`config.mk`:
```
export PLATFORM = sky130hd
export DESIGN_NAME = button_events
export DESIGN_NICKNAME = d
export VERILOG_FILES = /design/src/rtl/button_events.sv
export SDC_FILE = /design/constraint.sdc
export NUM_CORES = 1
export LEC_CHECK = 0
export BUFFER_PORTS_ARGS = -buffer_cell sky130_fd_sc_hd__buf_2
export CAP_MARGIN = 20
export CORE_ASPECT_RATIO = 1.4
export CORE_UTILIZATION = 40
export DETAILED_ROUTE_END_ITERATION = 16
export RECOVER_POWER = 100
export SYNTH_ARGS = -nofsm -noshare
export SYNTH_HDL_FRONTEND = slang
export SYNTH_SLANG_ARGS = --single-unit
```
`constraint.sdc`:
```
create_clock -name clk50m -period 3.12 [get_ports clk50m]
set_input_delay 0.312 -clock clk50m [delete_from_list [all_inputs] [get_ports clk50m]]
set_output_delay 0.312 -clock clk50m [all_outputs]
set_load 0.01 [all_outputs]
```
`src/rtl/button_events.sv`:
```
// Turns debounced push-button edges into single-cycle UI events: short press,
// double click, long press, auto-repeat while held, plus a held level.
module button_events #(
  parameter int unsigned LONG_CYCLES    = 50_000_000,
  parameter int unsigned DBL_GAP_CYCLES = 15_000_000,
  parameter int unsigned REPEAT_CYCLES  = 5_000_000,
  parameter int unsigned CNT_W          = 26
) (
  input  logic clk50m,
  input  logic rst_n,
  input  logic sw_dbnc,
  input  logic sw_hi,
  input  logic sw_lo,
  output logic short_press,
  output logic double_click,
  output logic long_press,
  output logic repeat_evt,
  output logic held
);

  typedef enum logic [2:0] {
    S_IDLE,
    S_PRESS1,
    S_WAIT2,
    S_PRESS2,
    S_LONG,
    S_LOCKOUT
  } state_t;

  // cnt_q holds k-1 on the edge being evaluated, so thresholds compare against N-1.
  localparam logic [CNT_W-1:0] LONG_LAST = CNT_W'(LONG_CYCLES - 1);
  localparam logic [CNT_W-1:0] GAP_LAST  = CNT_W'(DBL_GAP_CYCLES - 1);
  localparam logic [CNT_W-1:0] REP_LAST  = CNT_W'(REPEAT_CYCLES - 1);
  localparam logic [CNT_W-1:0] CNT_ONE   = {{(CNT_W-1){1'b0}}, 1'b1};

  state_t           state_q, state_d;
  logic [CNT_W-1:0] cnt_q, cnt_d;
  logic             short_press_q, short_press_d;
  logic             double_click_q, double_click_d;
  logic             long_press_q, long_press_d;
  logic             repeat_evt_q, repeat_evt_d;
  logic             held_q, held_d;
  logic             ev_hi, ev_lo;

  always_comb begin
    ev_hi          = sw_hi & ~sw_lo;
    ev_lo          = sw_lo & ~sw_hi;
    state_d        = state_q;
    cnt_d          = cnt_q + CNT_ONE;
    short_press_d  = 1'b0;
    double_click_d = 1'b0;
    long_press_d   = 1'b0;
    repeat_evt_d   = 1'b0;
    held_d         = 1'b0;

    case (state_q)
      S_IDLE: begin
        cnt_d = '0;
        if (ev_hi) begin
          state_d = S_PRESS1;
        end else if (sw_dbnc && !sw_hi) begin
          state_d = S_LOCKOUT;
        end
      end

      S_PRESS1: begin
        if (ev_lo) begin
          state_d = S_WAIT2;
          cnt_d   = '0;
        end else if (cnt_q == LONG_LAST) begin
          state_d      = S_LONG;
          cnt_d        = '0;
          long_press_d = 1'b1;
          held_d       = 1'b1;
        end
      end

      S_LONG: begin
        held_d = 1'b1;
        if (ev_lo) begin
          state_d = S_IDLE;
          cnt_d   = '0;
          held_d  = 1'b0;
        end else if (cnt_q == REP_LAST) begin
          repeat_evt_d = 1'b1;
          cnt_d        = '0;
        end
      end

      S_WAIT2: begin
        if (ev_hi) begin
          state_d = S_PRESS2;
          cnt_d   = '0;
        end else if (cnt_q == GAP_LAST) begin
          state_d       = S_IDLE;
          cnt_d         = '0;
          short_press_d = 1'b1;
        end
      end

      S_PRESS2: begin
        if (ev_lo) begin
          state_d        = S_IDLE;
          cnt_d          = '0;
          double_click_d = 1'b1;
        end else if (cnt_q == LONG_LAST) begin
          state_d = S_LOCKOUT;
          cnt_d   = '0;
        end
      end

      S_LOCKOUT: begin
        cnt_d = '0;
        if (ev_lo) begin
          state_d = S_IDLE;
        end
      end

      default: begin
        state_d = S_IDLE;
        cnt_d   = '0;
      end
    endcase
  end

  always_ff @(posedge clk50m or negedge rst_n) begin
    if (!rst_n) begin
      state_q        <= S_IDLE;
      cnt_q          <= '0;
      short_press_q  <= 1'b0;
      double_click_q <= 1'b0;
      long_press_q   <= 1'b0;
      repeat_evt_q   <= 1'b0;
      held_q         <= 1'b0;
    end else begin
      state_q        <= state_d;
      cnt_q          <= cnt_d;
      short_press_q  <= short_press_d;
      double_click_q <= double_click_d;
      long_press_q   <= long_press_d;
      repeat_evt_q   <= repeat_evt_d;
      held_q         <= held_d;
    end
  end

  assign short_press  = short_press_q;
  assign double_click = double_click_q;
  assign long_press   = long_press_q;
  assign repeat_evt   = repeat_evt_q;
  assign held         = held_q;

endmodule
```
-- After elaboration in Yosys (flattened, before gate mapping)
Index checks and enable logic that the tools add are counted.
- logic and storage cells: 61
- flip-flop bits (word level): 34
- input port bits: 5
- output and inout port bits: 5
- add/subtract/negate cells: 1
- muxes and demuxes: 30
- bitwise operators: 4
- equal/unequal tests: 13
- reduce and logical (&&, ||, !) cells: 6
- operators by type and width (cell ; number):
    $mux 26 ; 6
    $pmux 26 s3 ; 1
    $mux 3 ; 9
    $add 26x1->26 const B ; 1
    $eq 26x23->1 const B ; 1
    $eq 26x24->1 const B ; 1
    $eq 26x26->1 const B ; 1
    $pmux 3 s5 ; 1
    $mux 1 ; 12
    $ne 3x3->1 const B ; 4
    $eq 3x2->1 const B ; 2
    $eq 3x3->1 const B ; 2
    $reduce_and 5->1 ; 1
    $reduce_or 2->1 ; 2
    $eq 3x1->1 const B ; 1
    $logic_not 3->1 ; 1
    $and 1x1->1 ; 2
    $ne 2x1->1 const B ; 1
    $not 1->1 ; 2
    $pmux 1 s2 ; 1
    $logic_and 1x1->1 ; 1
    $logic_not 1->1 ; 1

-- Longest topological paths before layout
Gate-level depths: netlist (run 1).
- depth in word-level cells: 5
- depth in mapped cells: 8
- mapped depth without buffers: 6

-- Worst setup path after synthesis (run 1)
OpenSTA, ideal clock, no wires.
- path type: reg2reg
- start: register cnt_q[0]
- end: register cnt_q[10]
- path buffers: 2
- setup time: 119 ps
- data required time: 3001 ps
- setup slack: 1079 ps
- arrival time: 1922 ps
- period minus slack after synthesis: 2041 ps
- stages on the path, launching flop included: 9
- path through: dfrtp_1 > ha_1 > and3_1 > buf_2 > nand4_1 > or3_4 > a211oi_4 > buf_6 > nor2_1
- cells in the longest elaborated chain, start to end: 4
- elaborated cells between the ends (all ways): 11
- those cells by class: add/sub: 1; eq/ne: 3; mux: 7
- RTL lines (what ; line ; source):
    from (decl) ; 37 ; logic [CNT_W-1:0] cnt_q, cnt_d;
    from (signal assigned) ; 137 ; cnt_q <= cnt_d;
    $add 26x1->26 (tied with other cells) ; 49 ; cnt_d = cnt_q + CNT_ONE;
    $mux 26 (on tied branches) ; - ;
    $mux 26 (on tied branches) ; 102, 80, 91 ;
    $pmux 26 s3 * ; 56 ; case (state_q)
    net cnt_d[10] ; 37 ;
The timed path passes the listed nets; every way through them passes the cells marked *.
A chain may end at the register's enable or synchronous reset.

-- Final worst setup path (run 1)
- start: register cnt_q[0]
- end: register cnt_q[24]
Same word-level chain as after synthesis.

==> results.md, run 1 <==
- Tot Pwr: 1.15 mW
- Crit-path slowest cell: or3_1
- Die Footprint: just under 5000 um^2
- Rows: 29
- Post-route ant nets: 0
- H-tree Lvls: 2
- Final non-filler cell total: between 200 and 300
- Worst Reg-to-Reg Cells: 7
- Final hold vios: 0
- Sequential area share after synthesis: between 40 and 50%
- Final setup fails: 0
- Hold Path Depth: 4
- Dpl hpwl: roughly 2700 um
- R2r setup slk: about 0.64 ns
- Hold crit path type: input pin to register
- Root buf cell: clkbuf_8
- NumNets Final: between 200 and 250
- RSZ-0062 raised after global routing: no
- Syn. warnings: 0
- Worst skew pair latency: roughly 0.28 ns
- Grt ovf: 0
- Hold-fix buffers at CTS: 0
- Worst endpoint data arrival time: ~2.6 ns
- Min Tclk post-route: 2.48 ns
- Reg-to-Reg End: cnt_q[24]$_DFF_PN0_
- Pin count of the biggest net entering global routing: 35
- Final Max Tran Viols: 35
- Leak pwr: ~0.8 nW
- Avg Inst Size Synth: about 9.4 um^2
- Crit start category: register
- Placer Congestion: roughly 0.83
- Post-CTS setup buffers: 0
- Layout cell share with drive strength beyond 1: 5.80%
- First DRT Iteration DRCs: slightly above 90
- Setup tns final: 0 ns
- VDD IR max: between 0.15 and 0.2 mV
- Critical Path End Type: register
- Placed cell areas: a little under 2000 um^2
- Post-Syn Instances: 200
- Vias per cell: between 5 and 6
- Maxcap violations: 1
- Finished Cell Area: roughly 2000 um^2
- Port Buffers: 9
- CP top delay family: simple AND/OR/NAND/NOR gates
- Max transition margin: -22.4%
- Mapped Nets: about 200
- TritonCTS Sinks: 34
- Crit path kind: register to register
- Fin util: between 40% and 50%
- Max Freq: roughly 400 MHz
- CP bufs+invs: 1
- Most frequent cells in the layout: 34 x nor2_1, 34 x dfrtp_1, 18 x xnor2_1, 13 x nand2_1, 11 x nand3_1
- Dpl cells: roughly 260
- Die Span Y: approximately 83 um
- CTS buffer count: 5
- Netlist cell types: 40
- Hold WS: between 0.4 and 0.5 ns
- CTS tree: yes
- Flops & latches, synth: 34
- Cts repair resizes: 0
- Crit share post-route: 79.4%
- Failing checks: max-capacitance violations, max-slew violations
- Crit. path cell count: 7
- Syn Std Cell Area: ~1900 um^2
- Worst-path maximum fanout: 25
- Vias after detailed routing: 1454
- Area Growth Syn to Fin: 7.08%
- Clk_skew: slightly above 0.005 ns
- Total wire length: between 3000 and 4000 um
- # IOs: 10
- Hold endpoint: state_q[0]$_DFFE_PN0P_
- # DRC: 0
- FFs w/ async S/R, synth: 100%
- Initial Util: a little over two fifths
- Outcome: finished, violations left
- Hold_sp: sw_hi
- PnR worst setup slack: 0.643 ns
- Antenna Cells: 0
- P per Cell Area: 573 nW/um^2
- Core Footprint: 4500 um^2
- Clock slew seen by the registers of the worst setup and hold paths: 0.06 ns
- CTS Buffer Depth: 2
- Main synth FF type: dfrtp_1
- First-pass GRT wire length: around 6700 um
- Worst-Margin Slew: approximately 1.8 ns
- Pre-CTS setup slack: about 0.87 ns
- Wire length per cell: between 10 and 15 um
- GRT Total Usage: ~18%
- Die Wd: about 60 um
- TritonRoute pass-1 iters: 4
- R2R Path Start: cnt_q[0]$_DFF_PN0_
- Vias in the first global route: 1493
- Initial antenna violation count: 0
- Crit-path max cell delay: between 0.4 and 0.5 ns
- Crit path cell chain: ha_1 -> and3_1 -> nand4_1 -> or3_1 -> a211oi_4 -> clkbuf_2 -> nor2_1
- Crit path required time: between 3 and 4 ns
- Number of synthesized flops with an enable pin: 0
[worst min-delay path, cell delays in order]
cell     delay (ns)
buf_2          0.12
nand3_1        0.10
nand2_1        0.07
a311o_1        0.10
[area by class of cell]
class | count | area (um^2)
Fill cell | 472 | 2490
Multi-Input combinational cell | 151 | 940
Sequential cell | 34 | 851
Tap cell | 62 | 77.6
Clock buffer | 7 | 76.3
Timing Repair Buffer | 10 | 42.5
Inverter | 5 | 18.8
[where the power goes]
part	internal (mW)	switching (mW)	leakage (nW)	total [mW]
sequential	0.479	0.0544	0.469	0.534
clock	0.153	0.142	0.0383	0.295
combinational	0.122	0.199	0.282	0.321
total	0.754	0.396	0.790	1.15
[synthesized netlist by cell type (all sizes together) (2+ instances only)]
library cell   n  area (um^2)
dfrtp         34          851
nor2          34          128
xnor2         18          158
nand2         13         48.8
nand3         11         55.1
nor4           9         56.3
and3           8         50.1
nand4          8         50.1
nor3           8         40.0
buf            6         43.8
xor2           6         52.6
inv            5         18.8
clkbuf         4         15.0
nand4b         4         35.0
nor4b          3         32.5
o31ai          3         22.5
a21oi          2         10.0
a31oi          2         12.5
and2           2         12.5
and4           2         17.5
nand2b         2         12.5
nor2b          2         12.5
or3            2         17.5
[layer usage]
metal	routed length (um)	GRT usage [%]	vias to the layer above
li1	-	-	722
met1	1570	20.5	692
met2	1990	29.8	29
met3	111	3.43	11
met4	118	9.73	0
met5	0	0	-
[flip-flops by register name, indices dropped and copies added (netlist names)]
| signal | count |
|---|---|
| cnt_q | 26 |
| double_click | 1 |
| held | 1 |
| long_press | 1 |
| repeat_evt | 1 |
| short_press | 1 |
| state_q | 3 |
[worst max path at each step]
stage                            start  slack [ns]             endpoint
CTS                 cnt_q[0]$_DFF_PN0_        0.85  cnt_q[24]$_DFF_PN0_
floorplan           cnt_q[0]$_DFF_PN0_        1.08  cnt_q[10]$_DFF_PN0_
finish              cnt_q[0]$_DFF_PN0_        0.64  cnt_q[24]$_DFF_PN0_
global route        cnt_q[0]$_DFF_PN0_        0.46  cnt_q[24]$_DFF_PN0_
global placement    cnt_q[0]$_DFF_PN0_        0.95   cnt_q[8]$_DFF_PN0_
detailed placement  cnt_q[0]$_DFF_PN0_        0.87  cnt_q[21]$_DFF_PN0_
[cell families after synthesis]
group	Yosys count	share of synthesized area [%]
AO/OA/AOI/OAI	14	6.15
flip-flops	34	45.4
XOR/XNOR	24	11.2
multiplexers	1	0.601
buffers and inverters	15	4.14
AND/OR/NAND/NOR	111	31.8
adder cells (fa/ha/maj)	1	0.668
Note: power is estimated with default switching activity, not from simulation.
==> inputs of run 2 (changes only) <==
Settings changed: ABC_AREA set to 1.
Clock period 3.12 ns to 2.1 ns, I/O delays scaled along.
==> results.md, run 2 <==
- Outcome: finished, violations left
- Failing checks: max-capacitance violations, max-slew violations
- Sequential area share after synthesis: 30.8% (-15 points)
- First-pass GRT wire length: 13300 um (+98%)
- Crit. path cell count: 9 (+2)
- FFs w/ async S/R, synth: 100% (unchanged)
- Crit-path max cell delay: 0.47 ns (about the same)
- TritonCTS Sinks: 34 (unchanged)
- Crit path kind: register to register
- Worst endpoint data arrival time: 2.00 ns (-0.62 ns)
- Top-count cell post-synth: nand2_1
- Final hold vios: 0 (unchanged)
- Worst-path maximum fanout: 7 (-72%)
- Netlist cell types: 32 (-20%)
- Worst-Margin Slew: 1.85 ns (+0.0170 ns)
- Final setup fails: 0 (unchanged)
- Vias after detailed routing: 2832 (+95%)
- # DRC: 0 (unchanged)
- Biggest register: cnt_q
- PnR worst setup slack: 0.285 ns (-0.358 ns)
- CP bufs+invs: 1 (unchanged)
- Leak pwr: 1.55 nW (+96%)
- Layout cell share with drive strength beyond 1: 9.58% (+3.8 points)
- VDD IR max: 0.566 mV (+210%)
- Die Footprint: 7250 um^2 (+46%)
- RSZ-0062 raised after global routing: no
- R2r setup slk: 0.28 ns (-0.36 ns)
- Most frequent cells in the layout: 111 x nand2_1, 67 x inv_1, 66 x nor2_1, 54 x nand3_1, 40 x nand4_1
- Reg-to-Reg End: cnt_q[9]$_DFF_PN0_
- GRT Total Usage: 23.8% (+6.0 points)
- Critical path launch point: cnt_q[6]$_DFF_PN0_
- Final Max Tran Viols: 35 (unchanged)
- Number of synthesized flops with an enable pin: 0 (unchanged)
- Clk_skew: 0.00780 ns (+0.00275 ns)
- R2R Path Start: cnt_q[6]$_DFF_PN0_
- Setup tns final: 0 ns (unchanged)
- Die Wd: 72.2 um (+21%)
- Post-Syn Instances: 437 (+120%)
- Synth area leader: dfrtp_1
- Maxcap violations: 1 (unchanged)
- Critical Path End Type: register
- Min Tclk post-route: 1.82 ns (-0.662 ns)
- Max transition margin: -23.5% (-1.1 points)
- Max Freq: 551 MHz (+36%)
- Avg Inst Size Synth: 6.32 um^2 (-32%)
- # IOs: 10 (unchanged)
- Crit share post-route: 86.4% (+7.0 points)
- Post-route ant nets: 0 (unchanged)
- Crit path required time: 2.29 ns (-0.97 ns)
- Syn. warnings: 0 (unchanged)
- Worst Reg-to-Reg Cells: 9 (+2)
- Syn Std Cell Area: 2760 um^2 (+47%)
- Worst skew pair latency: 0.30 ns (+0.02 ns)
- Pre-CTS setup slack: 0.287 ns (-0.579 ns)
- Antenna Cells: 0 (unchanged)
- Rows: 35 (+21%)
- Initial antenna violation count: 0 (unchanged)
- P per Cell Area: 685 nW/um^2 (+19%)
- Post-CTS setup buffers: 0 (unchanged)
- Crit path cell chain: nand2_1 -> nor2_1 -> nand2_1 -> nor2_2 -> nand2_1 -> nand4_1 -> nand2_1 -> inv_1 -> nand2_1
- Cts repair resizes: 0 (unchanged)
- Crit-path slowest cell: dfrtp_1
- CTS buffer count: 5 (unchanged)
- Grt ovf: 0 (unchanged)
- Mapped Nets: 443 (+120%)
- TritonRoute pass-1 iters: 4 (unchanged)
- Initial Util: 41.8% (+0.15 points)
- Total wire length: 7680 um (+100%)
- Pin count of the biggest net entering global routing: 35 (unchanged)
- NumNets Final: 454 (+110%)
- Clock slew seen by the registers of the worst setup and hold paths: 0.08 ns (+0.02 ns)
- Flops & latches, synth: 34 (unchanged)
- Die Span Y: 100 um (+21%)
- Most common cell on crit path: nand2_1
- Commonest non-fill, non-tap cell in the layout: nand2_1
- CTS Buffer Depth: 2 (unchanged)
- CP top delay family: simple AND/OR/NAND/NOR gates
- Hold-fix buffers at CTS: 0 (unchanged)
- Area Growth Syn to Fin: 8.15%
- Wire length per cell: 14.2 um (+0.78%)
- Crit start category: register
- Dpl hpwl: 5840 um (+120%)
- Vias in the first global route: 2785 (+87%)
- Max FFs per register: 26 (unchanged)
- Root buf cell: clkbuf_8
- Worst Setup EP: cnt_q[9]$_DFF_PN0_
- Main synth FF type: dfrtp_1
- Area share of the largest cell type after synthesis: 30.8% (-15 points)
- Regs by FF count: cnt_q: 26 flops, state_q: 3 flops
- Number of fill cells in the layout: 719 (+52%)
- Most frequent cells after synthesis: 102 x nand2_1, 66 x inv_1, 65 x nor2_1
- Hold crit path type: input pin to register
- CTS tree: yes
- First DRT Iteration DRCs: 181 (+97%)
- Vias per cell: 5.23 (-3.2%)
- Port Buffers: 9 (unchanged)
- H-tree Lvls: 2 (unchanged)
- Placer Congestion: 1.01 (+22%)
- Area contributors post-synth: dfrtp_1 31%, nand2_1 14%, nand3_1 9.8%, nand4_1 9.1%, inv_1 9.0%
- Core Footprint: 6610 um^2 (+47%)
[run 2: worst min path at each step]
stage               startpoint  depth (start not counted)               endpoint
floorplan                rst_n                          0     cnt_q[0]$_DFF_PN0_
global placement         rst_n                          1    cnt_q[12]$_DFF_PN0_
detailed placement       rst_n                          1    cnt_q[12]$_DFF_PN0_
CTS                      rst_n                          1    cnt_q[14]$_DFF_PN0_
global route             sw_hi                          4  short_press$_DFF_PN0_
finish                   sw_hi                          4  short_press$_DFF_PN0_
[run 2: report_power, final]
group | internal, mW | switching (mW)
logic | 0.183 | 0.461
clock network | 0.353 | 0.278
registers | 0.709 | 0.0611
[run 2: per-layer routing]
metal	vias to the layer above	share of wire (%)	global-route usage, %
met3	26	4.1	3.01
met5	-	0	0
met2	72	50	41.0
met1	1309	41	28.5
met4	0	4.9	12.5
li1	1425	-	-
[run 2: through the flow]
step / instances / hold slack [ns] / power, mW / instance area (um^2) / utilization, %
floorplan: 437 / -0.0856 / 1.30 / 2760 / -
global placement: 533 / 0.351 / 1.45 / 2910 / 44.0
detailed placement: 533 / 0.350 / 1.45 / 2910 / 44.0
CTS: 541 / 0.0286 / 2.09 / 3020 / 45.7
global route: 541 / 0.367 / 2.19 / 2990 / 45.2
finish: 541 / 0.332 / 2.05 / 2990 / 45.2
[run 2: layout make-up]
type / instances / area (um^2) / area share (%)
Tap cell: 92 / 115 / 3.85
Inverter: 77 / 289 / 9.67
Clock buffer: 5 / 68.8 / 2.30
Multi-Input combinational cell: 317 / 1550 / 51.9
Timing Repair Buffer: 13 / 67.6 / 2.26
Clock inverter: 3 / 45.0 / 1.51
Sequential cell: 34 / 851 / 28.5
[run 2: worst reg2reg max path, delay by kind of cell, from the launching register on]
family	cells	cell delay (ns)
simple gates	8	1.18
flops	1	0.47
buf+inv	1	0.05
[run 2: kinds of logic after synthesis]
kind of cell / synth area share [%]
buf+inv: 12.1
flops: 30.8
simple gates: 52.2
compound gates: 1.59
fa+ha+maj: 0.453
xor+xnor: 2.85
